<file path="src/rtl/popcount_frame_accumulator.sv">
// -----------------------------------------------------------------------------
// popcount_frame_accumulator
//
// Accumulates a stream of per-word popcounts into frames of FRAME_LEN valid
// samples. Each closed frame produces its total, its peak sample, its sample
// count and a threshold flag. A frame can also be closed early with a flush.
// Results drive link-quality and statistics logic downstream.
//
// Ports
//   clk_i       in   1      clock, rising edge
//   srst_i      in   1      synchronous reset, active-high
//   data_i      in   CNT_W  popcount sample (valid range 0..WIDTH)
//   data_val_i  in   1      data_i valid this cycle
//   flush_i     in   1      close the current frame early
//   thresh_i    in   SUM_W  threshold for above_o, sampled at frame close
//   sum_o       out  SUM_W  total of the last closed frame
//   max_o       out  CNT_W  largest sample of the last closed frame
//   len_o       out  IDX_W  number of samples in the last closed frame
//   above_o     out  1      sum_o >= thresh_i as sampled at close
//   data_val_o  out  1      one-cycle pulse when the result outputs update
//   err_o       out  1      sticky: a sample above WIDTH was received
// -----------------------------------------------------------------------------
module popcount_frame_accumulator #(
  parameter int WIDTH     = 16,
  parameter int FRAME_LEN = 8,
  localparam int CNT_W    = $clog2(WIDTH) + 1,
  localparam int SUM_W    = $clog2(WIDTH * FRAME_LEN + 1),
  localparam int IDX_W    = $clog2(FRAME_LEN) + 1
) (
  input  logic             clk_i,
  input  logic             srst_i,
  input  logic [CNT_W-1:0] data_i,
  input  logic             data_val_i,
  input  logic             flush_i,
  input  logic [SUM_W-1:0] thresh_i,
  output logic [SUM_W-1:0] sum_o,
  output logic [CNT_W-1:0] max_o,
  output logic [IDX_W-1:0] len_o,
  output logic             above_o,
  output logic             data_val_o,
  output logic             err_o
);

  localparam logic [CNT_W-1:0] CNT_MAX  = CNT_W'(WIDTH);
  localparam logic [IDX_W-1:0] IDX_LAST = IDX_W'(FRAME_LEN - 1);

  // Out-of-range popcounts are pinned to the largest legal count.
  function automatic logic [CNT_W-1:0] clamp_sample(input logic [CNT_W-1:0] s);
    return (s > CNT_MAX) ? CNT_MAX : s;
  endfunction

  function automatic logic [CNT_W-1:0] max_cnt(input logic [CNT_W-1:0] a,
                                               input logic [CNT_W-1:0] b);
    return (a > b) ? a : b;
  endfunction

  // Frame state
  logic [SUM_W-1:0] r_acc;
  logic [CNT_W-1:0] r_run_max;
  logic [IDX_W-1:0] r_idx;

  // Result registers
  logic [SUM_W-1:0] r_sum;
  logic [CNT_W-1:0] r_max;
  logic [IDX_W-1:0] r_len;
  logic             r_above;
  logic             r_vld;
  logic             r_err;

  logic [CNT_W-1:0] w_sample;
  logic             w_oor;
  logic             w_filling;
  logic             w_close;
  logic [SUM_W-1:0] w_sum;
  logic [CNT_W-1:0] w_max;
  logic [IDX_W-1:0] w_len;

  always_comb begin
    w_sample  = '0;
    w_oor     = 1'b0;
    if (data_val_i) begin
      w_sample = clamp_sample(data_i);
      w_oor    = (data_i > CNT_MAX);
    end
    // Every accepted sample advances idx, so a nonzero idx means FILLING.
    w_filling = (r_idx != '0);
    // A flush that coincides with the last sample folds into one close.
    w_close   = (data_val_i && (r_idx == IDX_LAST)) ||
                (flush_i && (w_filling || data_val_i));
    w_sum     = r_acc + SUM_W'(w_sample);
    w_max     = max_cnt(r_run_max, w_sample);
    w_len     = r_idx + IDX_W'(data_val_i);
  end

  // Frame accumulation and result capture
  always_ff @(posedge clk_i) begin
    if (srst_i) begin
      r_acc     <= '0;
      r_run_max <= '0;
      r_idx     <= '0;
      r_sum     <= '0;
      r_max     <= '0;
      r_len     <= '0;
      r_above   <= 1'b0;
      r_vld     <= 1'b0;
      r_err     <= 1'b0;
    end else begin
      r_vld <= w_close;
      if (w_oor) begin
        r_err <= 1'b1;
      end
      if (w_close) begin
        r_sum     <= w_sum;
        r_max     <= w_max;
        r_len     <= w_len;
        r_above   <= (w_sum >= thresh_i);
        r_acc     <= '0;
        r_run_max <= '0;
        r_idx     <= '0;
      end else if (data_val_i) begin
        r_acc     <= w_sum;
        r_run_max <= w_max;
        r_idx     <= w_len;
      end
    end
  end

  assign sum_o      = r_sum;
  assign max_o      = r_max;
  assign len_o      = r_len;
  assign above_o    = r_above;
  assign data_val_o = r_vld;
  assign err_o      = r_err;

endmodule

</file>
<file path="config.mk">
export PLATFORM = sky130hd
export DESIGN_NAME = popcount_frame_accumulator
export DESIGN_NICKNAME = d
export VERILOG_FILES = /design/src/rtl/popcount_frame_accumulator.sv
export SDC_FILE = /design/constraint.sdc
export NUM_CORES = 1
export LEC_CHECK = 0
export CELL_PAD_IN_SITES_DETAIL_PLACEMENT = 0
export CELL_PAD_IN_SITES_GLOBAL_PLACEMENT = 1
export CORE_UTILIZATION = 43
export DETAILED_ROUTE_END_ITERATION = 16
export PLACE_DENSITY_LB_ADDON = 0.15
export SLEW_MARGIN = 25
export SYNTH_ARGS = -nofsm -noshare
export SYNTH_HDL_FRONTEND = slang
export SYNTH_SLANG_ARGS = --single-unit
</file>
<file path="constraint.sdc">
create_clock -name clk_i -period 5.3 [get_ports clk_i]
set_clock_uncertainty 0.1 [all_clocks]
set_input_delay 0.53 -clock clk_i [delete_from_list [all_inputs] [get_ports clk_i]]
set_output_delay 0.53 -clock clk_i [all_outputs]
set_load 0.1 [all_outputs]
</file>
==> flow_summary.ini <==
[run_status]
status = finished, final reports clean

[logic_synthesis]
synth_edf_count = 0
ys_ff_latch = 37
mappedNetlistNets = 276
ys_top_cells_by_count = 37 x dfxtp_1, 28 x nor2_1, 20 x ha_1, 20 x inv_1, 18 x nand2_1
netlist_instances = 238
synth.most_common_cell = dfxtp_1
yosysWarningCount = 0
synthTopCellsByArea = dfxtp_1 35%, ha_1 12%, nor2_1 4.9%
synth.top_cell.area_share = 0.347
synth-main-ff-cell = dfxtp_1
ys_seq_area_frac = 0.347
synth.distinct_cells = 46
synth_top_cell_by_area = dfxtp_1
avgSynthCellArea_um2 = 8.96
async_reset_ff_frac = 0
syn_area_um2 = 2130

[sta]
whs_ns = 0.373
rsz0062_at_grt = false
finalSetupViolations = 0
maxSlewViolCount = 0
max_freq_ghz = 0.254
hold_viol = 0
period_share = 0.743
tns_ns = 0
fin_crit_ns = 3.94
relSlewSlack = 0.338
tightestPinTransition_ns = 0.990

[die]
boundaryPins = 37
core_area_um2 = 4750
die_h_um = 72.4
die_w_um = 72.4
initial_core_util = 0.449
row_count = 25
die_area_um2 = 5250

[clock_tree]
clkSlewWorstSetupHoldPaths_ns = 0.07
postCtsResizedCells = 0
post_cts_buffers = 0
cts_tree = yes
clock_tree.htree_level_count = 2
cts_root_buf = clkbuf_8
ctsHoldBuffers = 0
clkSinkCount = 37
insertion_delay_ns = 0.29
cts_buffers = 5
cts_buffer_depth = 2

[global_route]
grt_max_degree = 29
antenna_found_initial = 0
grt.total_usage = 0.196
grt_pass1_vias = 1648
grt_pass1_wl_mm = 7.93
grt_remaining_overflow = 0

[routing]
drt-pass1-iter-count = 4
drt-initial-drc-count = 69
wl_mm = 4.69
viasPerCell = 5.20
dr_total_vias = 1768
wl_per_cell_um = 13.8
drc = 0
antenna_left = 0

[place]
numPortBuffers = 36
place.gp.congestion = 0.853
dp_hpwl_mm = 3.55

[critical_path]
cp-start-kind = input pin
cp_slowest_cell = clkdlybuf4s50_1
path_buf_inv = 3
worstPathCellList = clkdlybuf4s50_1 > inv_1 > nor2_1 > and2_1 > ha_1 > inv_1 > fa_1 > nor2b_1 > o2111ai_1 > and3_1 > xnor2_1 > ha_1 > nand4_1 > or3_1 > a311oi_2
required_ns = 5.41
path_class = in2reg
arrival_ns = 4.05
max_stage_delay_ns = 0.50
worstPathMaxFanout = 9
critPathTopFamily = simple AND/OR/NAND/NOR gates
worstSetupEndpointType = flip-flop

[power]
pwr-share-comb = 0.270
p_leak_nw = 1.05
p_seq_frac = 0.444
clkPwrFrac = 0.285
peakVddDrop_v = 0.000137
power.switching_uw = 231
swShare = 0.345
internal-power_uw = 439
power_density_nw_per_um2 = 257

[run]
drv_cap = 0

[cells_and_area]
nets = 310
layout-drive-gt1-share = 0.0952
area_growth_pct = 22.1
n_antenna_cell = 0

[min_path]
hp-class = reg2reg
==> registers in the layout, summed over array words and instances, names as in the netlist <==
name and count:
data_val_o 1, above_o 1, r_idx 4, sum_o 8, err_o 1, r_acc 8, max_o 5, r_run_max 5
len_o 4
==> cell families (layout without fill, tap and decap cells) <==
logic type	Yosys count	count (layout)	share of synthesized area
DFF	37	37	0.347
buffers and inverters	30	65	0.0622
and+or+nand+nor	74	74	0.164
AOI/OAI and AO/OA	57	57	0.216
adders and majority gates	21	21	0.127
muxes	10	10	0.0469
xor gates and xnor gates	9	9	0.0370
==> final timing paths <==
| kind | from | end | slack (ns) | cells after the start |
|---|---|---|---|---|
| setup reg to reg | r_acc[0]$_SDFFE_PP0P_ | above_o$_SDFFE_PP0P_ | 2.44 | 11 |
| hold / removal | sum_o[5]$_SDFFE_PP0P_ | sum_o[5]$_SDFFE_PP0P_ | 0.37 | 2 |
| hold reg to reg | sum_o[5]$_SDFFE_PP0P_ | sum_o[5]$_SDFFE_PP0P_ | 0.37 | 2 |
| setup / recovery | data_val_i | above_o$_SDFFE_PP0P_ | 1.36 | 15 |
==> cells in the final DEF, fill, tap and decap left out, types with 2 or more instances in the layout <==
cell type,count
a211oi_1,3
a211oi_2,4
a21o_1,5
a21oi_1,13
a21oi_2,2
a311oi_2,6
and2_1,2
and3_1,2
clkbuf_8,5
clkdlybuf4s50_1,35
clkinv_2,2
dfxtp_1,37
ha_1,20
inv_1,20
mux2i_1,10
nand2_1,18
nand2b_1,2
nand3_1,8
nand4_1,2
nor2_1,28
nor3_1,2
o2111ai_1,2
o21ai_0,11
or3_1,4
xnor2_1,7
xor2_1,2
==> worst min-delay path, delay by kind of cell, from the launching register on <==
kind             cells  cell delay [ns]
flip-flops           1             0.31
AO/OA/AOI/OAI        1             0.06
AND/OR/NAND/NOR      1             0.05
==> through the flow <==
step | cell area [µm²] | instances | power [mW] | setup WS, ns | utilization
after floorplan | 2130 | 238 | 0.440 | 1.85 | -
after global placement | 2530 | 332 | 0.486 | 1.14 | 0.532
after detailed placement | 2530 | 332 | 0.486 | 1.10 | 0.532
after CTS | 2610 | 340 | 0.676 | 1.40 | 0.549
after global routing | 2610 | 340 | 0.702 | 1.14 | 0.548
final | 2610 | 340 | 0.669 | 1.36 | 0.548
==> metal layers <==
layer  share of wire  track usage  wire length [µm]  vias up
li1                -            -                 -      907
met3           0.040       0.0389               186        8
met4           0.019       0.0719                91        0
met1            0.52        0.278              2460      810
met2            0.42        0.295              1950       43
met5               0            0                 0        -
==> layout make-up <==
class	count	area (µm²)
inverter	20	75.1
clock buffer	6	72.6
tap	67	83.8
sequential	37	741
fill	474	2150
multi-input combinational	171	1260
timing repair buffer	37	363
clock inverter	2	10.0
==> power groups by stage <==
| stage | Combinational, mW | Clock, mW | Sequential, mW |
|---|---|---|---|
| finish | 0.181 | 0.191 | 0.297 |
| global placement | 0.182 | 0 | 0.304 |
| CTS | 0.182 | 0.196 | 0.298 |
| floorplan | 0.0766 | 0 | 0.363 |
| global route | 0.195 | 0.208 | 0.299 |
| detailed placement | 0.182 | 0 | 0.304 |
No activity file was read; power rests on OpenSTA's default activity.
